## src/rtl/mem_bus_arbiter_pkg.sv

```systemverilog
// Shared types for the ibus/dbus memory arbiter: FSM states, requester select
// and memory access size codes.
package mem_bus_arbiter_pkg;

  typedef enum logic [1:0] {
    IDLE   = 2'd0,
    BUSY_I = 2'd1,
    BUSY_D = 2'd2
  } arb_state_t;

  typedef enum logic {
    IBUS = 1'b0,
    DBUS = 1'b1
  } arb_sel_t;

  localparam logic [2:0] MSIZE_B = 3'd0;
  localparam logic [2:0] MSIZE_H = 3'd1;
  localparam logic [2:0] MSIZE_W = 3'd2;
  localparam logic [2:0] MSIZE_D = 3'd3;

endpackage

```

## src/rtl/mem_bus_arbiter_arb_pick.sv

```systemverilog
// Combinational grant selection between ibus and dbus.
// MEM_ARB_RR_EN selects round-robin on collisions; otherwise dbus always wins.
module mem_bus_arbiter_arb_pick
  import mem_bus_arbiter_pkg::*;
(
  input  logic     i_valid,
  input  logic     d_valid,
`ifdef MEM_ARB_RR_EN
  input  arb_sel_t last_sel,
`endif
  output logic     grant,
  output arb_sel_t grant_sel
);

  always_comb begin
    grant     = i_valid | d_valid;
    grant_sel = d_valid ? DBUS : IBUS;
`ifdef MEM_ARB_RR_EN
    // On a collision hand the bus to whoever did not get it last time.
    if (i_valid && d_valid) begin
      grant_sel = (last_sel == DBUS) ? IBUS : DBUS;
    end
`endif
  end

endmodule

```

## src/rtl/mem_bus_arbiter.sv

```systemverilog
// Shares one memory port between instruction fetch (ibus) and load/store (dbus).
// Optional round-robin collision handling is enabled by MEM_ARB_RR_EN.
module mem_bus_arbiter
  import mem_bus_arbiter_pkg::*;
#(
  parameter int ADDR_W  = 64,
  parameter int IDATA_W = 32,
  parameter int DDATA_W = 64
) (
  input  logic               clk,
  input  logic               rst,
  input  logic               i_valid,
  input  logic [ADDR_W-1:0]  i_addr,
  output logic               i_data_ok,
  output logic [IDATA_W-1:0] i_data,
  input  logic               d_valid,
  input  logic [ADDR_W-1:0]  d_addr,
  input  logic               d_write,
  input  logic [2:0]         d_size,
  input  logic [7:0]         d_strobe,
  input  logic [DDATA_W-1:0] d_wdata,
  output logic               d_data_ok,
  output logic [DDATA_W-1:0] d_data,
  output logic               m_valid,
  output logic [ADDR_W-1:0]  m_addr,
  output logic               m_write,
  output logic [2:0]         m_size,
  output logic [7:0]         m_strobe,
  output logic [DDATA_W-1:0] m_wdata,
  input  logic               m_ok,
  input  logic [DDATA_W-1:0] m_rdata,
  output arb_state_t         dbg_state
);

  // Handshake: a requester raises valid with stable fields and holds it until
  // its data_ok pulse; m_valid stays high with m_* frozen until m_ok.
  arb_state_t         state_q, state_d;
  logic               m_valid_q, m_valid_d;
  logic [ADDR_W-1:0]  m_addr_q, m_addr_d;
  logic               m_write_q, m_write_d;
  logic [2:0]         m_size_q, m_size_d;
  logic [7:0]         m_strobe_q, m_strobe_d;
  logic [DDATA_W-1:0] m_wdata_q, m_wdata_d;
  logic               grant;
  arb_sel_t           grant_sel;
`ifdef MEM_ARB_RR_EN
  arb_sel_t           last_q, last_d;
`endif

  mem_bus_arbiter_arb_pick u_pick (
    .i_valid   (i_valid),
    .d_valid   (d_valid),
`ifdef MEM_ARB_RR_EN
    .last_sel  (last_q),
`endif
    .grant     (grant),
    .grant_sel (grant_sel)
  );

  always_comb begin
    state_d    = state_q;
    m_valid_d  = m_valid_q;
    m_addr_d   = m_addr_q;
    m_write_d  = m_write_q;
    m_size_d   = m_size_q;
    m_strobe_d = m_strobe_q;
    m_wdata_d  = m_wdata_q;
`ifdef MEM_ARB_RR_EN
    last_d     = last_q;
`endif
    case (state_q)
      IDLE: begin
        if (grant) begin
          m_valid_d = 1'b1;
`ifdef MEM_ARB_RR_EN
          last_d    = grant_sel;
`endif
          if (grant_sel == DBUS) begin
            state_d    = BUSY_D;
            m_addr_d   = d_addr;
            m_write_d  = d_write;
            m_size_d   = d_size;
            m_strobe_d = d_strobe;
            m_wdata_d  = d_wdata;
          end else begin
            state_d    = BUSY_I;
            m_addr_d   = i_addr;
            m_write_d  = 1'b0;
            m_size_d   = MSIZE_W;
            m_strobe_d = '0;
            m_wdata_d  = '0;
          end
        end
      end
      BUSY_I, BUSY_D: begin
        if (m_ok) begin
          m_valid_d = 1'b0;
          state_d   = IDLE;
        end
      end
      default: state_d = IDLE;
    endcase
  end

  always_ff @(posedge clk or posedge rst) begin
    if (rst) begin
      state_q    <= IDLE;
      m_valid_q  <= 1'b0;
      m_addr_q   <= '0;
      m_write_q  <= 1'b0;
      m_size_q   <= '0;
      m_strobe_q <= '0;
      m_wdata_q  <= '0;
`ifdef MEM_ARB_RR_EN
      last_q     <= IBUS;
`endif
    end else begin
      state_q    <= state_d;
      m_valid_q  <= m_valid_d;
      m_addr_q   <= m_addr_d;
      m_write_q  <= m_write_d;
      m_size_q   <= m_size_d;
      m_strobe_q <= m_strobe_d;
      m_wdata_q  <= m_wdata_d;
`ifdef MEM_ARB_RR_EN
      last_q     <= last_d;
`endif
    end
  end

  // A requester that dropped valid mid-transaction gets its response discarded.
  assign i_data_ok = (state_q == BUSY_I) & m_ok & i_valid;
  assign d_data_ok = (state_q == BUSY_D) & m_ok & d_valid;
  assign i_data    = m_addr_q[2] ? m_rdata[2*IDATA_W-1:IDATA_W] : m_rdata[IDATA_W-1:0];
  assign d_data    = m_rdata;

  assign m_valid   = m_valid_q;
  assign m_addr    = m_addr_q;
  assign m_write   = m_write_q;
  assign m_size    = m_size_q;
  assign m_strobe  = m_strobe_q;
  assign m_wdata   = m_wdata_q;
  assign dbg_state = state_q;

endmodule

```

## config.mk

```make
export PLATFORM = sky130hd
export DESIGN_NAME = mem_bus_arbiter
export DESIGN_NICKNAME = d
export VERILOG_FILES = /design/src/rtl/mem_bus_arbiter_pkg.sv /design/src/rtl/mem_bus_arbiter_arb_pick.sv /design/src/rtl/mem_bus_arbiter.sv
export SDC_FILE = /design/constraint.sdc
export NUM_CORES = 1
export LEC_CHECK = 0
export CORE_AREA = 2 2 200 202
export CTS_CLUSTER_SIZE = 20
export DETAILED_ROUTE_END_ITERATION = 8
export DIE_AREA = 0 0 202 204
export DONT_BUFFER_PORTS = 1
export PLACE_DENSITY = 0.38
export SYNTH_ARGS = -nofsm -noshare
export SYNTH_HDL_FRONTEND = slang
export SYNTH_SLANG_ARGS = --single-unit
```

## constraint.sdc

```tcl
create_clock -name clk -period 8.39 [get_ports clk]
set_clock_uncertainty 0.2 [all_clocks]
set_input_delay 1.2585 -clock clk [delete_from_list [all_inputs] [get_ports clk]]
set_output_delay 1.2585 -clock clk [all_outputs]
set_load 0.03 [all_outputs]
```

==> summary by stage <==
Floorplanning
The die covers 41,210 µm². The y dimension of the die is 204 µm. The total area inside the core boundary comes to 39,180 µm².

The initial standard-cell utilization of the core is 17.21%. From left edge to right edge, the die measures 202 µm. During I/O placement, the number of pins put on the boundary was 514. The number of rows created at floorplan is 73.

Detailed routing
The number of vias after detailed routing is 4,121. The DRC violation count after routing is 0. The final routed wire length divided by cell count is 22.89 µm.

The routed design has 23.64 mm of wire. The number of nets still failing antenna checks after routing is 0. Using the TritonRoute via totals, the vias-per-cell ratio works out to 3.989. The detailed router finished its first iteration with 148 violations.

The pre-antenna-repair detailed-routing pass consisted of 4 iterations.

Timing
The top achievable clock speed is 293.5 MHz. For the pin with the worst max-slew slack, the measured transition is 0.9062 ns. The hold violation count in the final report came to 0. Setup violations remaining at the end of the flow were counted as 0.

The tightest slew margin relative to the limit is 39.59%. The final cycle utilization of the critical path is 40.61%. The final period demand of the worst path is 3.407 ns. The final-report max-slew violation count came to 0. The setup TNS is 0 ns. Setup repair after global routing left no endpoint under its margin.

Global routing
The met1 layer usage reported by global route is 10.86%. In the global route stage, met2 resource usage came out at 20.78%. The busiest layer in global routing is met2. For this run, global-route usage on met3 was measured as 4.656%. Global routing finished with a remaining overflow of 0. The number of global-route vias before repair was 4,209. The first global-routing pass estimated 31.82 mm of wire. The number of antenna violations at the first check in global routing is 9. The total routing usage reported by global routing is 11.09%. Entering global routing, the biggest net connects 90 pins.

Min path
The type of the tightest min-delay check is flip-flop to flip-flop.

Clocking
The number of buffers inserted by post-CTS setup repair is 0. The clock transition at the register clock pins on the worst setup and hold paths after CTS is 0.06 ns. The clock passes through at most 2 buffers.

CTS built an H-tree with a depth of 4. CTS placed an instance of sky130_fd_sc_hd__clkbuf_16 at the clock tree root. TritonCTS built the clock tree. The number of hold buffers added after CTS was 0.

The total CTS buffers is 17. The post-CTS resize count is 0. The clock drives 143 sinks. The insertion delay to the later sink of the worst-skew pair is 0.44 ns.

Synthesis
The total nets after synthesis is 854. Summing the areas of all and, or, nand and nor instances in the mapped netlist gives 4.527% of the synthesized area. Each instance of the synthesized netlist takes up on average 11.69 µm². The number of warnings issued by yosys is 0. After synthesis, the netlist uses 25 different library cells. In the synthesized netlist, the number of instances is 577. Measured against the total synthesized area, the mux share comes to 14.84%.

The fraction of the mapped netlist area in compound gates is 15.27%. The cell area after synthesis is 6744 µm². After synthesis, the largest family of logic cells by area is compound AO/OA/AOI/OAI gates. The synthesized flop and latch total is 143.

Summing the areas of all fa, ha and maj instances in the mapped netlist gives 0.7421% of the synthesized area. Sequential cells were found to cover 53.06% of the synthesized design area. The xor/xnor share of the synthesized area is 0%.

Layout
The total number of nets in the final design is 771. The area added between synthesis and finish is 8.868%. The layout cell share with drive strength beyond 1 is 14.40%.

Critical path
STA puts the critical path data arrival time at 1.95 ns. The data required time of the critical path is 6.93 ns. The standard cell with the maximum stage delay on the critical path is sky130_fd_sc_hd__dfrtp_2.

The worst setup path is launched from a flip-flop. The critical path goes through mux2_2. Along the worst path, the maximum fanout reaches 34. The number of buffers and inverters on the critical path is 0. The critical path start-end classification is flip-flop to output pin. The largest single stage delay on the critical path is 0.96 ns. The kind of end point of the critical path is an output pin. Broken down by cell family, the worst path's largest delay share belongs to flip-flops.

Place
The congestion estimate from routability-driven global placement came to 0.8738. The HPWL after detailed placement is 18.60 mm. The count of buffers inserted at the top-level ports is 0.

Power and ir drop
The net switching fraction of the power is 47.71%. The maximum VDD drop is 0.0001665 V. The switching power summed over all nets is 1.672 mW. Summed over all cells, the static leakage comes to 3.244 nW. Combinational cells account for 21.3% of the total power. In this run, the clock network consumes 24.2% of the power. Dividing total power by cell area gives a power density of 477.4 nW/µm².

The internal power is 1.833 mW. Sequential cells account for 54.5% of the total power. The completed layout was analyzed and its total power is 3.505 mW.

Job
The tool flagged a number of max-cap violations equal to 0.

Run status
The run finished with clean final reports.
power groups by stage:
stage                     Combinational (mW)  Sequential (mW)  Clock (mW)
after global placement                 0.748             1.94           0
after global routing                   0.839             1.95       0.909
after floorplan                        0.790             1.79           0
after detailed placement               0.770             1.92           0
after CTS                              0.763             1.92       0.883
final                                  0.746             1.91       0.849
cell type report:
| class | instances | area (µm²) |
|---|---|---|
| inverter | 6 | 27.53 |
| clock buffer | 18 | 439.2 |
| clock inverter | 14 | 211.5 |
| tap | 525 | 656.9 |
| fill | 4267 | 31840 |
| sequential | 143 | 3580 |
| multi-input combinational | 321 | 2387 |
| timing repair buffer | 5 | 37.54 |
| antenna | 1 | 2.502 |
worst paths after layout:
check | startpoint | to | cells past startpoint | slack [ns]
worst min-delay path | m_addr[9] | m_addr[9] | 2 | 0.48
min in group asynchronous | rst | m_wdata[19] | 1 | 0.57
max in group asynchronous | rst | m_addr[2] | 2 | 5.98
worst max register to register | dbg_state[0] | m_size[1] | 6 | 5.24
worst max-delay path | m_addr[2] | i_data[13] | 1 | 4.98
worst min register to register | m_addr[9] | m_addr[9] | 2 | 0.48
routing by layer:
metal	share of wire (%)	vias up
met5	0	-
li1	-	1812
met4	2.6	0
met1	34	1956
met3	9.7	39
met2	54	314
sequential cells by signal, summed over array words and instances, names as in the netlist:
name	cells
m_wdata	64
m_strobe	8
dbg_state	2
m_write	1
m_valid	1
m_size	3
m_addr	64
cells in the mapped netlist, drive strengths merged:
library cell,number,area [µm²]
a21o,1,7.510
a22o,75,656.9
a22oi,1,7.510
a31oi,1,6.260
and2,1,6.260
and3,2,12.51
and3b,1,8.760
buf,99,727.0
clkbuf,8,30.03
dfrtp,143,3578
ha,4,50.05
inv,6,22.52
mux2,32,360.4
mux2i,64,640.6
nand2,67,251.5
nand2b,2,12.51
nand3,2,10.01
nor2,1,3.750
o21ai,65,336.6
o22ai,1,6.260
o311ai,1,8.760
cell usage in the layout, fill, tap and decap left out, types with 2 or more instances in the layout:
cell type | netlist | routed
sky130_fd_sc_hd__dfrtp_1 | 143 | 142
sky130_fd_sc_hd__a22o_1 | 75 | 75
sky130_fd_sc_hd__nand2_1 | 67 | 67
sky130_fd_sc_hd__mux2i_1 | 64 | 64
sky130_fd_sc_hd__o21ai_1 | 58 | 58
sky130_fd_sc_hd__mux2_2 | 32 | 32
sky130_fd_sc_hd__clkbuf_16 | 0 | 17
sky130_fd_sc_hd__o21ai_0 | 6 | 6
sky130_fd_sc_hd__inv_1 | 6 | 5
sky130_fd_sc_hd__bufinv_16 | 0 | 5
sky130_fd_sc_hd__buf_4 | 70 | 5
sky130_fd_sc_hd__ha_1 | 4 | 4
sky130_fd_sc_hd__clkinv_2 | 0 | 4
sky130_fd_sc_hd__inv_6 | 0 | 3
sky130_fd_sc_hd__and3_1 | 2 | 2
sky130_fd_sc_hd__nand2b_1 | 2 | 2
sky130_fd_sc_hd__nand3_1 | 2 | 2
sky130_fd_sc_hd__clkinvlp_4 | 0 | 2
through the flow:
step	instances	util (%)	hold slack [ns]	cell area (µm²)	worst slack (ns)
floorplan	577	-	0.4460	6744	3.094
global placement	1000	17.07	0.4748	6689	4.966
detailed placement	1000	17.07	0.4782	6689	4.978
CTS	1032	18.73	0.4865	7340	4.923
global route	1033	18.74	0.5044	7342	4.924
finish	1033	18.74	0.4821	7342	4.983
logic make-up (layout without fill, tap and decap cells):
logic type / count (synthesis) / after routing
AO/OA/AOI/OAI: 145 / 145
flip-flops: 143 / 143
buffers and inverters: 113 / 43
multiplexers: 96 / 96
AND/OR/NAND/NOR: 76 / 76
adder cells (fa/ha/maj): 4 / 4
other: 0 / 1
No activity file was read; power rests on OpenSTA's default activity.
